**src/rtl/uart_rx_deser.sv**
```systemverilog
// -----------------------------------------------------------------------------
// uart_rx_deser
//
// Receives 8N1 serial bytes (idle high, LSB first) and presents each one
// through a single-entry output buffer with a valid/ready handshake.
//
// Parameters
//   CLKS_PER_BIT  clock cycles per UART bit (4..65535)
//
// Ports
//   i_clk        sole clock, rising edge
//   i_rst        synchronous active-high reset
//   i_uart_rx    asynchronous serial input line
//   o_data       received byte, meaningful while o_valid is high
//   o_valid      byte available, held until accepted
//   i_ready      downstream accepts the byte when o_valid && i_ready
//   o_frame_err  one-cycle pulse: stop bit sampled low
//   o_overrun    one-cycle pulse: byte completed while the buffer was full
//   o_busy       high whenever the receiver is not idle
// -----------------------------------------------------------------------------
module uart_rx_deser #(
    parameter int unsigned CLKS_PER_BIT = 868
) (
    input  logic       i_clk,
    input  logic       i_rst,
    input  logic       i_uart_rx,
    output logic [7:0] o_data,
    output logic       o_valid,
    input  logic       i_ready,
    output logic       o_frame_err,
    output logic       o_overrun,
    output logic       o_busy
);

    localparam int unsigned CNT_W = $clog2(CLKS_PER_BIT);

    // Terminal counts: mid-start-bit and full bit period.
    localparam logic [CNT_W-1:0] CNT_HALF = CNT_W'(CLKS_PER_BIT / 2 - 1);
    localparam logic [CNT_W-1:0] CNT_LAST = CNT_W'(CLKS_PER_BIT - 1);

    typedef enum logic [2:0] {
        ST_IDLE,
        ST_START,
        ST_DATA,
        ST_STOP,
        ST_BREAK
    } state_t;

    state_t           state;
    logic [CNT_W-1:0] cyc_cnt;
    logic [2:0]       bit_cnt;
    logic [7:0]       shift_reg;

    logic             rx_meta;
    logic             rx_sync;
    logic [1:0]       sync_fill;
    logic             armed;

    // -------------------------------------------------------------------------
    // Two-flop synchronizer. sync_fill marks when rx_sync carries a real line
    // sample rather than the reset value, so the receiver can insist on seeing
    // the line high before accepting a start bit after reset.
    // -------------------------------------------------------------------------
    always_ff @(posedge i_clk) begin
        if (i_rst) begin
            rx_meta   <= 1'b1;
            rx_sync   <= 1'b1;
            sync_fill <= 2'b00;
        end else begin
            rx_meta   <= i_uart_rx;
            rx_sync   <= rx_meta;
            sync_fill <= {sync_fill[0], 1'b1};
        end
    end

    // -------------------------------------------------------------------------
    // Receive FSM and output buffer
    // -------------------------------------------------------------------------
    always_ff @(posedge i_clk) begin
        if (i_rst) begin
            state       <= ST_IDLE;
            cyc_cnt     <= '0;
            bit_cnt     <= '0;
            shift_reg   <= '0;
            armed       <= 1'b0;
            o_data      <= 8'h00;
            o_valid     <= 1'b0;
            o_frame_err <= 1'b0;
            o_overrun   <= 1'b0;
            o_busy      <= 1'b0;
        end else begin
            o_frame_err <= 1'b0;
            o_overrun   <= 1'b0;

            // NOTE: a later non-blocking assignment in this block overrides
            // this one, so a byte completing in the acceptance cycle keeps
            // o_valid high with the new data loaded.
            if (o_valid && i_ready) begin
                o_valid <= 1'b0;
            end

            case (state)
                ST_IDLE: begin
                    if (!armed) begin
                        // After reset, wait for a genuine high line so a frame
                        // aborted by reset is never picked up mid-stream.
                        if (sync_fill[1] && rx_sync) begin
                            armed <= 1'b1;
                        end
                    end else if (!rx_sync) begin
                        state   <= ST_START;
                        cyc_cnt <= '0;
                        bit_cnt <= '0;
                        o_busy  <= 1'b1;
                    end
                end

                ST_START: begin
                    if (cyc_cnt == CNT_HALF) begin
                        cyc_cnt <= '0;
                        if (!rx_sync) begin
                            state <= ST_DATA;
                        end else begin
                            // Line came back high: treat as a glitch.
                            state  <= ST_IDLE;
                            o_busy <= 1'b0;
                        end
                    end else begin
                        cyc_cnt <= cyc_cnt + 1'b1;
                    end
                end

                ST_DATA: begin
                    if (cyc_cnt == CNT_LAST) begin
                        cyc_cnt   <= '0;
                        shift_reg <= {rx_sync, shift_reg[7:1]};
                        bit_cnt   <= bit_cnt + 3'd1;
                        if (bit_cnt == 3'd7) begin
                            state <= ST_STOP;
                        end
                    end else begin
                        cyc_cnt <= cyc_cnt + 1'b1;
                    end
                end

                ST_STOP: begin
                    if (cyc_cnt == CNT_LAST) begin
                        cyc_cnt <= '0;
                        if (rx_sync) begin
                            state  <= ST_IDLE;
                            o_busy <= 1'b0;
                            if (!o_valid || i_ready) begin
                                o_data  <= shift_reg;
                                o_valid <= 1'b1;
                            end else begin
                                o_overrun <= 1'b1;
                            end
                        end else begin
                            o_frame_err <= 1'b1;
                            state       <= ST_BREAK;
                        end
                    end else begin
                        cyc_cnt <= cyc_cnt + 1'b1;
                    end
                end

                ST_BREAK: begin
                    if (rx_sync) begin
                        state  <= ST_IDLE;
                        o_busy <= 1'b0;
                    end
                end

                default: begin
                    state  <= ST_IDLE;
                    o_busy <= 1'b0;
                end
            endcase
        end
    end

endmodule

```
**config.mk**
```make
export PLATFORM = sky130hd
export DESIGN_NAME = uart_rx_deser
export DESIGN_NICKNAME = d
export VERILOG_FILES = /design/src/rtl/uart_rx_deser.sv
export SDC_FILE = /design/constraint.sdc
export NUM_CORES = 1
export LEC_CHECK = 0
export CORE_AREA = 3 3 77 64
export DETAILED_ROUTE_END_ITERATION = 12
export DIE_AREA = 0 0 80 67
export GPL_TIMING_DRIVEN = 0
export HOLD_SLACK_MARGIN = 0.02
export PLACE_DENSITY_LB_ADDON = 0.12
export SLEW_MARGIN = 10
export SYNTH_ARGS = -nofsm -noshare
export SYNTH_HDL_FRONTEND = slang
export SYNTH_SLANG_ARGS = --single-unit
```
**constraint.sdc**
```tcl
create_clock -name i_clk -period 3.7 [get_ports i_clk]
set_clock_uncertainty 0.2 [all_clocks]
set_input_delay 0.925 -clock i_clk [delete_from_list [all_inputs] [get_ports i_clk]]
set_output_delay 0.925 -clock i_clk [all_outputs]
set_load 0.05 [all_outputs]
```
==> results.txt <==
In this run the biggest area consumer among cell types represents 43.94% of the synthesized area. First-pass iteration count of the detailed router: 4. The worst setup path is launched from a flop. IR analysis of the VDD net gives a maximum drop of 0.2769 mV. Max-cap violations in this run came to 0.

Final hold analysis gives a worst-case slack of 216.4 ps. The floorplan has 21 rows. The relative slew slack came out at 63.89%.

Walking the worst path, the cells encountered are clkdlybuf4s50_1. The run finished with clean final reports. The number of antenna violations at the first check in global routing was 0; the via count of the first global-routing pass was 1431. The tools report the deepest level of the CTS H-tree as 2.

In this run, post-CTS hold repair placed 0 buffers. The die is 67 um tall. After synthesis, the mean cell area works out to 9.387 um2.

The total of buffers placed on input and output ports is 15. In this run the worst path has a maximum fanout of 2. The run gives 0 as the final-report hold violation count. The die is 80 um wide.

By area the synthesized netlist is led by sky130_fd_sc_hd__dfxtp_1 44%, sky130_fd_sc_hd__mux2i_1 9.6%, sky130_fd_sc_hd__nor2_1 5.2%, sky130_fd_sc_hd__nand3_1 3.8%, sky130_fd_sc_hd__a31oi_1 2.7%. The number of nets in the synthesized netlist is 207. The post-route netlist has 15.32% of its cells at a drive strength greater than 1.

Area growth from synthesis to layout: 17.28%. For the total count of max-transition violations in the final report, the log shows 0. For this design the top-level I/O count stands at 16. Once the floorplan was initialized, standard cells occupied 44.43% of the core. Counting along the longest clock path gives a buffer depth of 2. The critical path ends at o_data[6]. In this run the critical register-to-register path is captured at cyc_cnt[6]. Post-CTS repair changed the size of 0 cells. The kind of critical path was flop to output port.

In the routed layout, each cell is associated on average with a via count of 5.341. The synthesized design contains 41 register bits. In this run the worst setup path begins at o_data[6]. The clock reaches the later pin of the worst-skew pair after 280 ps. The most used standard cell by instance count after synthesis was sky130_fd_sc_hd__dfxtp_1. The number of synthesized flops with an enable pin came out at 0. After detailed routing, the total wire length is 3823 um.

The worst setup path is captured at an output port. The logs give 1410 ps for the flop-to-flop setup slack and 0 for the count of warnings emitted by yosys. Summed over all cells, the static leakage comes to 0.7961 nW. TritonCTS built the clock tree. Logic depth of the worst register-to-register path: 7.

The placeable core area was 0.004204 mm2; the part of the cycle the worst path needs was 69.29%. The signal arrival time at the worst endpoint is 1440 ps, and the post-synthesis cell count is 199. The total global-route track usage was 16.09%; the buffers plus inverters on the worst setup path was 1. For this run, the share of the core covered by cells in the final layout is 52.11%. The register with the most flip-flops in the layout has 10 of them.

For this block, the initial DRC count from the detailed router was 99. Setup violations remaining at the end of the flow were counted as 0. The number of nets in the final layout was 229.

For this run, the slowest stage of the critical path takes 810 ps. For the placed wire-length estimate, the log shows 2789 um. Unique cell type count in the Yosys netlist: 45. The startpoint identified for the worst register-to-register timing path is cyc_cnt[0]. The routed layout has 1490 vias. In the routed design, unresolved DRC markers number 0.

The congestion estimate from routability-driven global placement came to 0.8056. The run gives 6810 um as the wire length of the first global-routing pass. After clock tree synthesis, the clock-pin slew on the worst setup and hold paths is 80 ps. In this run the power density over the cells is 361.4 mW/mm2. The tree is rooted in a sky130_fd_sc_hd__clkbuf_8. The average wire length per cell after detail routing is 13.70 um, and the residual overflow from global routing is 0. The worst min-delay path category is flop to flop. Setup total negative slack on the finished layout was measured at 0 ps. Entering global routing, the biggest net connects 13 pins. At the pin with the least slew margin, the transition time is 537.0 ps. Largest delay contributor family on the critical path: buffers and inverters.

The floorplan step defined a die boundary enclosing 0.005360 mm2. The library cell occupying the most area in the post-synthesis netlist is sky130_fd_sc_hd__dfxtp_1. The mapped netlist covers 0.001868 mm2. For the number of nets with antenna violations after routing, the log shows 0. The required time of the critical path was 2570 ps; the sequential area share after synthesis was 43.94%. Setup repair after global routing left no endpoint under its margin.

Counting flops with an async set or reset pin after synthesis yields a share of 0%. The logs give 41 for the number of sinks driven by the clock tree and 0 for the number of buffers inserted by post-CTS setup repair. In the synthesized netlist, the cells that appear most often are 41 x sky130_fd_sc_hd__dfxtp_1, 26 x sky130_fd_sc_hd__nor2_1, 18 x sky130_fd_sc_hd__mux2i_1, 14 x sky130_fd_sc_hd__nand3_1, 13 x sky130_fd_sc_hd__nand2_1. The depth of the critical timing path with buffers and inverters included was 1; the diode insertion count for antenna repair was 0.

The design draws 0.7917 mW. The cell at the slowest stage of the critical path is sky130_fd_sc_hd__clkdlybuf4s50_1. The clock period could shrink to 2564 ps.

The most common flop cell mapped by yosys is sky130_fd_sc_hd__dfxtp_1. Buffers inserted during clock tree synthesis total 5. For the maximum clock frequency, the log shows 0.3900 GHz.
[metrics by stage]
step / instance area [um2] / std cells / worst slack, ps
after floorplan: 1868 / 199 / 1567
after global placement: 2090 / 271 / 1188
after detailed placement: 2090 / 271 / 1126
after CTS: 2191 / 279 / 1129
after global routing: 2191 / 279 / 1087
final: 2191 / 279 / 1136
[power by group]
part,leakage (nW),total (mW),internal (mW),switching [mW]
sequential,0.332,0.446,0.444,0.00160
clock,0.0542,0.318,0.169,0.149
combinational,0.410,0.0280,0.0108,0.0171
total,0.796,0.792,0.624,0.168
[cell usage in the layout (no fill, tap or decap), drive strengths merged, types with 2 or more instances in the layout]
| master | n |
|---|---|
| a21oi | 5 |
| a31oi | 8 |
| a41oi | 2 |
| and2 | 2 |
| and3 | 3 |
| and3b | 2 |
| and4 | 2 |
| buf | 6 |
| clkbuf | 11 |
| clkdlybuf4s50 | 15 |
| dfxtp | 41 |
| ha | 4 |
| inv | 4 |
| mux2i | 18 |
| nand2 | 13 |
| nand2b | 4 |
| nand3 | 14 |
| nand3b | 4 |
| nand4 | 4 |
| nor2 | 26 |
| nor2b | 2 |
| nor3 | 2 |
| nor3b | 3 |
| o21ai | 3 |
| o311ai | 2 |
| o31ai | 2 |
| or2 | 4 |
| or3 | 6 |
[cells by family after synthesis]
| logic type | count (synthesis) | synth area share (%) |
|---|---|---|
| fa+ha+maj | 4 | 2.679 |
| flops | 41 | 43.94 |
| compound gates | 28 | 11.39 |
| simple gates | 92 | 27.19 |
| mux | 19 | 10.25 |
| buf+inv | 15 | 4.554 |
[layer usage]
layer | vias up | share of wire, % | track usage (%)
li1 | 760 | - | -
met1 | 690 | 52 | 24.02
met2 | 38 | 43 | 22.42
met3 | 2 | 4.8 | 4.730
met4 | 0 | 0.37 | 3.586
met5 | - | 0 | 0
[how the worst min path moves through the flow]
stage                        from      end  slack, ps  cells past startpoint
final                     rx_meta  rx_sync        220                      1
after global placement    rx_meta  rx_sync        200                      1
after global routing      rx_meta  rx_sync        230                      1
after floorplan           rx_meta  rx_sync        190                      1
after detailed placement  rx_meta  rx_sync        200                      1
after CTS                 rx_meta  rx_sync        220                      1
[layout make-up]
type,count,area [um2]
Multi-Input combinational cell,143,962.2
Clock buffer,7,96.34
Inverter,4,15.01
Sequential cell,41,820.8
Clock inverter,1,5.005
Buffer,11,70.07
Timing Repair Buffer,15,150.1
Tap cell,57,71.32
Fill cell,411,2013
[worst reg2reg max path, cell delays in order (launching register included)]
cell,delay [ps]
sky130_fd_sc_hd__dfxtp_1,370
sky130_fd_sc_hd__ha_1,260
sky130_fd_sc_hd__and4_1,220
sky130_fd_sc_hd__and3_1,170
sky130_fd_sc_hd__buf_6,140
sky130_fd_sc_hd__a2bb2oi_4,190
sky130_fd_sc_hd__or4_1,510
sky130_fd_sc_hd__a31oi_1,160
Note: power is estimated with default switching activity, not from simulation.
